===== config.mk =====
export PLATFORM = sky130hd
export DESIGN_NAME = reservation_station
export DESIGN_NICKNAME = d
export VERILOG_FILES = /design/src/rtl/reservation_station.sv
export SDC_FILE = /design/constraint.sdc
export NUM_CORES = 1
export LEC_CHECK = 0
export ABC_AREA = 1
export BUFFER_PORTS_ARGS = -buffer_cell sky130_fd_sc_hd__buf_2
export CAP_MARGIN = 0
export CORE_MARGIN = 5
export CORE_UTILIZATION = 57
export CTS_BUF_LIST = sky130_fd_sc_hd__clkbuf_8
export CTS_CLUSTER_SIZE = 40
export DETAILED_ROUTE_END_ITERATION = 16
export HOLD_SLACK_MARGIN = 0.06
export PLACE_DENSITY = 0.75
export RECOVER_POWER = 50
export SLEW_MARGIN = 30
export SYNTH_ARGS = -nofsm -noshare
export SYNTH_HDL_FRONTEND = slang
export SYNTH_SLANG_ARGS = --single-unit
export TNS_END_PERCENT = 5

===== constraint.sdc =====
create_clock -name clk -period 17.54 [get_ports clk]
set_input_delay 2.631 -clock clk [delete_from_list [all_inputs] [get_ports clk]]
set_output_delay 2.631 -clock clk [all_outputs]
set_load 0.03 [all_outputs]

===== src/rtl/reservation_station.sv =====
// Issue queue between rename and execute: holds dispatched micro-ops until both
// source operands are ready, then presents the lowest-index ready entry.
module reservation_station #(
  parameter int DEPTH  = 8,
  parameter int PREG_W = 6,
  parameter int CNT_W  = 4
) (
  input  logic              clk,
  input  logic              rst,
  input  logic              flush,
  input  logic              in_valid,
  output logic              in_ready,
  input  logic [6:0]        in_opcode,
  input  logic [PREG_W-1:0] in_ps1,
  input  logic [PREG_W-1:0] in_ps2,
  input  logic [PREG_W-1:0] in_pd,
  input  logic [31:0]       in_instr,
  input  logic              in_rdy1,
  input  logic              in_rdy2,
  input  logic              wb_valid,
  input  logic [PREG_W-1:0] wb_tag,
  output logic              out_valid,
  input  logic              out_ready,
  output logic [6:0]        out_opcode,
  output logic [PREG_W-1:0] out_ps1,
  output logic [PREG_W-1:0] out_ps2,
  output logic [PREG_W-1:0] out_pd,
  output logic [31:0]       out_instr,
  output logic [CNT_W-1:0]  count
);

  localparam int IDX_W = (DEPTH > 1) ? $clog2(DEPTH) : 1;
  localparam logic [CNT_W-1:0] DEPTH_C = CNT_W'(DEPTH);

  logic              valid_r  [DEPTH];
  logic [6:0]        opcode_r [DEPTH];
  logic [PREG_W-1:0] ps1_r    [DEPTH];
  logic [PREG_W-1:0] ps2_r    [DEPTH];
  logic [PREG_W-1:0] pd_r     [DEPTH];
  logic [31:0]       instr_r  [DEPTH];
  logic              rdy1_r   [DEPTH];
  logic              rdy2_r   [DEPTH];
  logic [CNT_W-1:0]  count_r;

  logic [DEPTH-1:0]  issuable_s;
  logic [DEPTH-1:0]  free_s;
  logic [IDX_W-1:0]  sel_idx_s;
  logic [IDX_W-1:0]  free_idx_s;
  logic              dispatch_s;
  logic              issue_s;
  logic              disp_rdy1_s;
  logic              disp_rdy2_s;

  // Per-entry issuable and free flags, from registered state only
  always_comb begin
    issuable_s = '0;
    free_s     = '0;
    for (int i = 0; i < DEPTH; i++) begin
      issuable_s[i] = valid_r[i] & rdy1_r[i] & rdy2_r[i];
      free_s[i]     = ~valid_r[i];
    end
  end

  // Lowest-index priority pick for issue and for dispatch slot
  always_comb begin
    sel_idx_s  = '0;
    free_idx_s = '0;
    for (int i = DEPTH - 1; i >= 0; i--) begin
      if (issuable_s[i]) begin
        sel_idx_s = IDX_W'(i);
      end else begin
        sel_idx_s = sel_idx_s;
      end
      if (free_s[i]) begin
        free_idx_s = IDX_W'(i);
      end else begin
        free_idx_s = free_idx_s;
      end
    end
  end

  assign in_ready   = (count_r < DEPTH_C) & ~flush;
  assign out_valid  = |issuable_s;
  assign dispatch_s = in_valid & in_ready;
  assign issue_s    = out_valid & out_ready;
  assign count      = count_r;

  // Tag 0 is hard-wired zero; a matching writeback in the dispatch cycle is bypassed in
  assign disp_rdy1_s = in_rdy1 | (wb_valid & (in_ps1 == wb_tag)) | (in_ps1 == '0);
  assign disp_rdy2_s = in_rdy2 | (wb_valid & (in_ps2 == wb_tag)) | (in_ps2 == '0);

  // Present the selected entry's fields, zeroed when nothing is issuable
  always_comb begin
    out_opcode = 7'd0;
    out_ps1    = '0;
    out_ps2    = '0;
    out_pd     = '0;
    out_instr  = 32'd0;
    if (out_valid) begin
      out_opcode = opcode_r[sel_idx_s];
      out_ps1    = ps1_r[sel_idx_s];
      out_ps2    = ps2_r[sel_idx_s];
      out_pd     = pd_r[sel_idx_s];
      out_instr  = instr_r[sel_idx_s];
    end else begin
      out_opcode = 7'd0;
      out_ps1    = '0;
      out_ps2    = '0;
      out_pd     = '0;
      out_instr  = 32'd0;
    end
  end

  // Entry storage: wakeup, issue clear and dispatch write; flush wins over all
  always_ff @(posedge clk or posedge rst) begin
    if (rst) begin
      for (int i = 0; i < DEPTH; i++) begin
        valid_r[i]  <= 1'b0;
        opcode_r[i] <= 7'd0;
        ps1_r[i]    <= '0;
        ps2_r[i]    <= '0;
        pd_r[i]     <= '0;
        instr_r[i]  <= 32'd0;
        rdy1_r[i]   <= 1'b0;
        rdy2_r[i]   <= 1'b0;
      end
    end else if (flush) begin
      for (int i = 0; i < DEPTH; i++) begin
        valid_r[i] <= 1'b0;
        rdy1_r[i]  <= 1'b0;
        rdy2_r[i]  <= 1'b0;
      end
    end else begin
      for (int i = 0; i < DEPTH; i++) begin
        if (valid_r[i] && wb_valid) begin
          if (ps1_r[i] == wb_tag) rdy1_r[i] <= 1'b1;
          if (ps2_r[i] == wb_tag) rdy2_r[i] <= 1'b1;
        end
        if (issue_s && (IDX_W'(i) == sel_idx_s)) valid_r[i] <= 1'b0;
        if (dispatch_s && (IDX_W'(i) == free_idx_s)) begin
          valid_r[i]  <= 1'b1;
          opcode_r[i] <= in_opcode;
          ps1_r[i]    <= in_ps1;
          ps2_r[i]    <= in_ps2;
          pd_r[i]     <= in_pd;
          instr_r[i]  <= in_instr;
          rdy1_r[i]   <= disp_rdy1_s;
          rdy2_r[i]   <= disp_rdy2_s;
        end
      end
    end
  end

  // Occupancy counter
  always_ff @(posedge clk or posedge rst) begin
    if (rst) begin
      count_r <= '0;
    end else if (flush) begin
      count_r <= '0;
    end else begin
      case ({dispatch_s, issue_s})
        2'b10:   count_r <= count_r + CNT_W'(1);
        2'b01:   count_r <= count_r - CNT_W'(1);
        default: count_r <= count_r;
      endcase
    end
  end

endmodule


==> flow_metrics.py <==
metrics = {
    "status": {
        "outcome": "complete, but fails checks",
        "failed_checks": "capacitance limit, slew limit",
    },
    "placement": {
        "hpwlAfterDp_mm": 42.0,
        "place_ws_ps": 11420,
        "globalplace.congestion": 0.960,
        "port_buffers": 133,
    },
    "grt": {
        "grt_pass1_vias": 20964,
        "grt_max_degree": 167,
        "antenna_found_initial": 0,
        "grt_usage_pct": 31.9,
        "grt_overflow": 0,
        "grt_pass1_wl_mm": 115,
    },
    "critical_path": {
        "cp_slowest_stage_delay_ps": 2810,
        "path_buf_inv": 3,
        "r2r_end": "rdy1_r[2]",
        "end_kind": "asynchronous set/reset pin",
        "endpoint": "instr_r[34]",
        "cpLargestDelayFamily": "buffers and inverters",
        "cp.required_ps": 17440,
        "slowest_stage": "clkbuf_1",
        "path_max_fanout": 112,
        "arrival_ps": 8360,
        "worstSetupStartpoint": "rst",
        "reg2reg_depth": 12,
        "worst_r2r_startpoint": "valid_r[1]",
        "crit_chain": "buf_2, clkinvlp_2, clkbuf_1",
        "path_class": "in -> async",
        "reg2reg_slack_ps": 11780,
        "critPathLaunchType": "input pin",
        "crit_cells": 3,
    },
    "die": {
        "die_x_um": 213,
        "dieArea_um2": 45500,
        "rows": 74,
        "start_util_pct": 57.6,
        "coreArea_um2": 40800,
        "io_pins": 134,
        "fp.dieH_um": 213,
    },
    "min_path": {
        "hold_class": "reg -> reg",
    },
    "synthesis": {
        "synth_common_cells": "nand2_1, dfrtp_1, o21ai_0",
        "synth-main-ff-cell": "dfrtp_1",
        "yosysMostFrequentCell": "nand2_1",
        "synth_seq_cells": 484,
        "async_reset_ff_share_pct": 100,
        "syn_avg_cell_area_um2": 7.86,
        "ys_seq_area_share_pct": 51.5,
        "ys_warn_count": 0,
        "synth-edff-count": 0,
        "yosys-top-cells-area": "dfrtp_1, nand2_1, o21ai_0",
        "synth_top_area_cell": "dfrtp_1",
        "ys_types": 50,
        "synthCells": 2996,
        "synth.cell_area_um2": 23500,
        "syn_nets": 3069,
        "synth_top_area_share_pct": 51.5,
    },
    "drt": {
        "drt_iter0_drc": 2490,
        "via_count": 21380,
        "dr.pass1.iters": 6,
        "wl_mm": 71.9,
        "ant_nets": 0,
        "viasPerCell": 5.88,
        "drc_errors": 0,
        "wl_per_cell_um": 19.8,
    },
    "timing": {
        "hold_ws_ps": 477,
        "slew_viol_final": 630,
        "final.setup.tns_ps": 0,
        "fin_skew_ps": 30.1,
        "fin_crit_ps": 8460,
        "setup_viol": 0,
        "tightest_slew_ps": 4820,
        "relSlewSlack_pct": -223,
        "hold_viol": 0,
        "final.period_utilization_pct": 48.2,
        "setup_ws_ps": 9080,
        "max_freq_ghz": 0.118,
        "rsz0062_at_grt": "no",
    },
    "flow_run": {
        "cap_violations": 8,
    },
    "pwr": {
        "ir_drop_mv": 0.0937,
        "p_int_mw": 1.93,
        "combinationalPowerShare_pct": 11.7,
        "power.leakage_nw": 12.8,
        "power.net_switching_mw": 0.754,
        "sequentialPowerShare_pct": 49.8,
        "power.density_nw_per_um2": 104,
        "clock_power_share_pct": 38.5,
        "swShare_pct": 28.1,
    },
    "clock_network": {
        "post_cts_buffers": 0,
        "cts_num_sinks": 484,
        "cts_root_buffer": "clkbuf_8",
        "clock_latency_ps": 670,
        "clockBufferDepth": 3,
        "post_cts_resized": 0,
        "cts_hold_buffers": 0,
        "cts_tree": "done",
        "path_clk_slew_ps": 60,
        "h-tree-depth": 3,
        "numCtsBuffers": 82,
    },
    "cells_and_area": {
        "drive_gt1_share_pct": 9.89,
        "fill_cells": 3565,
        "post-route-util_pct": 63.1,
        "antennaDiodeCount": 0,
        "synthToLayoutAreaGrowth_pct": 9.52,
        "nets": 3117,
    },
}
## logic make-up after synthesis
family | share of synthesized area, %
and+or+nand+nor | 25.5
AOI/OAI and AO/OA | 14.8
DFF | 51.5
buffers and inverters | 7.38
xor gates and xnor gates | 0.744
adders and majority gates | 0.106
## layer usage
layer	track usage, %	vias to the layer above	part of all wire (%)
met5	0	-	0
met1	43.9	10246	41
met3	6.08	215	9.3
met2	50.4	1092	46
li1	-	9827	-
met4	13.2	0	3.9
## area by class of cell
type                            count  area [µm²]  area share, %
Multi-Input combinational cell   2114        9670           37.5
Inverter                          206         777           3.01
Clock inverter                     34         179          0.694
Tap cell                          532         666           2.58
Clock buffer                      111        1530           5.93
Timing Repair Buffer              156         848           3.29
Sequential cell                   484       12100           47.0
## worst min-delay path, delay by kind of cell (launching register included)
kind	cells	cell delay (ps)
DFF	1	340
and+or+nand+nor	1	50
AOI/OAI and AO/OA	1	60
## registers in the layout, summed over array words and instances, names as in the netlist
| register | flops |
|---|---|
| opcode_r | 56 |
| instr_r | 256 |
| ps2_r | 48 |
| valid_r | 8 |
| rdy1_r | 8 |
| ps1_r | 48 |
| rdy2_r | 8 |
| pd_r | 48 |
| count | 4 |
## worst min-delay path by stage
stage / start / endpoint / slack (ps) / cells after the start
final: instr_r[149] / instr_r[149] / 480 / 2
after global routing: instr_r[7] / instr_r[7] / 490 / 2
after CTS: instr_r[149] / instr_r[149] / 480 / 2
after detailed placement: instr_r[149] / instr_r[149] / 470 / 2
after global placement: instr_r[149] / instr_r[149] / 460 / 2
after floorplan: instr_r[12] / instr_r[12] / 450 / 2
## metrics by stage
stage                     instances  total power, mW  instance area (µm²)
final                          3637             2.68                25800
after CTS                      3636             2.69                25900
after floorplan                2996             1.56                23500
after global placement         3491             1.64                24100
after global routing           3637             2.82                25800
after detailed placement       3491             1.66                24200
## power by group through the flow
stage | clock network [mW] | logic, mW | registers, mW
2_1_floorplan | 0 | 0.228 | 1.33
3_3_place_gp | 0 | 0.301 | 1.34
3_5_place_dp | 0 | 0.311 | 1.35
4_1_cts | 1.05 | 0.313 | 1.33
5_1_grt | 1.10 | 0.363 | 1.35
6_report | 1.03 | 0.313 | 1.34
## layout by cell type (no fill, tap or decap), types with 4 or more instances in the layout
| cell | n |
|---|---|
| nand2_4 | 4 |
| clkbuf_8 | 111 |
| clkinv_1 | 7 |
| buf_4 | 13 |
| o22ai_1 | 19 |
| a211oi_1 | 4 |
| a31oi_1 | 6 |
| xor2_1 | 10 |
| nor3_1 | 88 |
| inv_2 | 6 |
| nand4_1 | 19 |
| o21ai_0 | 486 |
| buf_2 | 128 |
| nand2_2 | 4 |
| or2_1 | 48 |
| inv_1 | 214 |
| nor4_1 | 29 |
| clkinv_2 | 5 |
| nand2_1 | 683 |
| dfrtp_1 | 484 |
| o21ai_1 | 50 |
| nand3_1 | 83 |
| o211ai_1 | 6 |
| nor3_2 | 10 |
| clkbuf_1 | 10 |
| nor2_1 | 436 |
| a21oi_1 | 89 |
| xnor2_1 | 10 |
| buf_6 | 4 |
(Power assumes the default switching activity.)
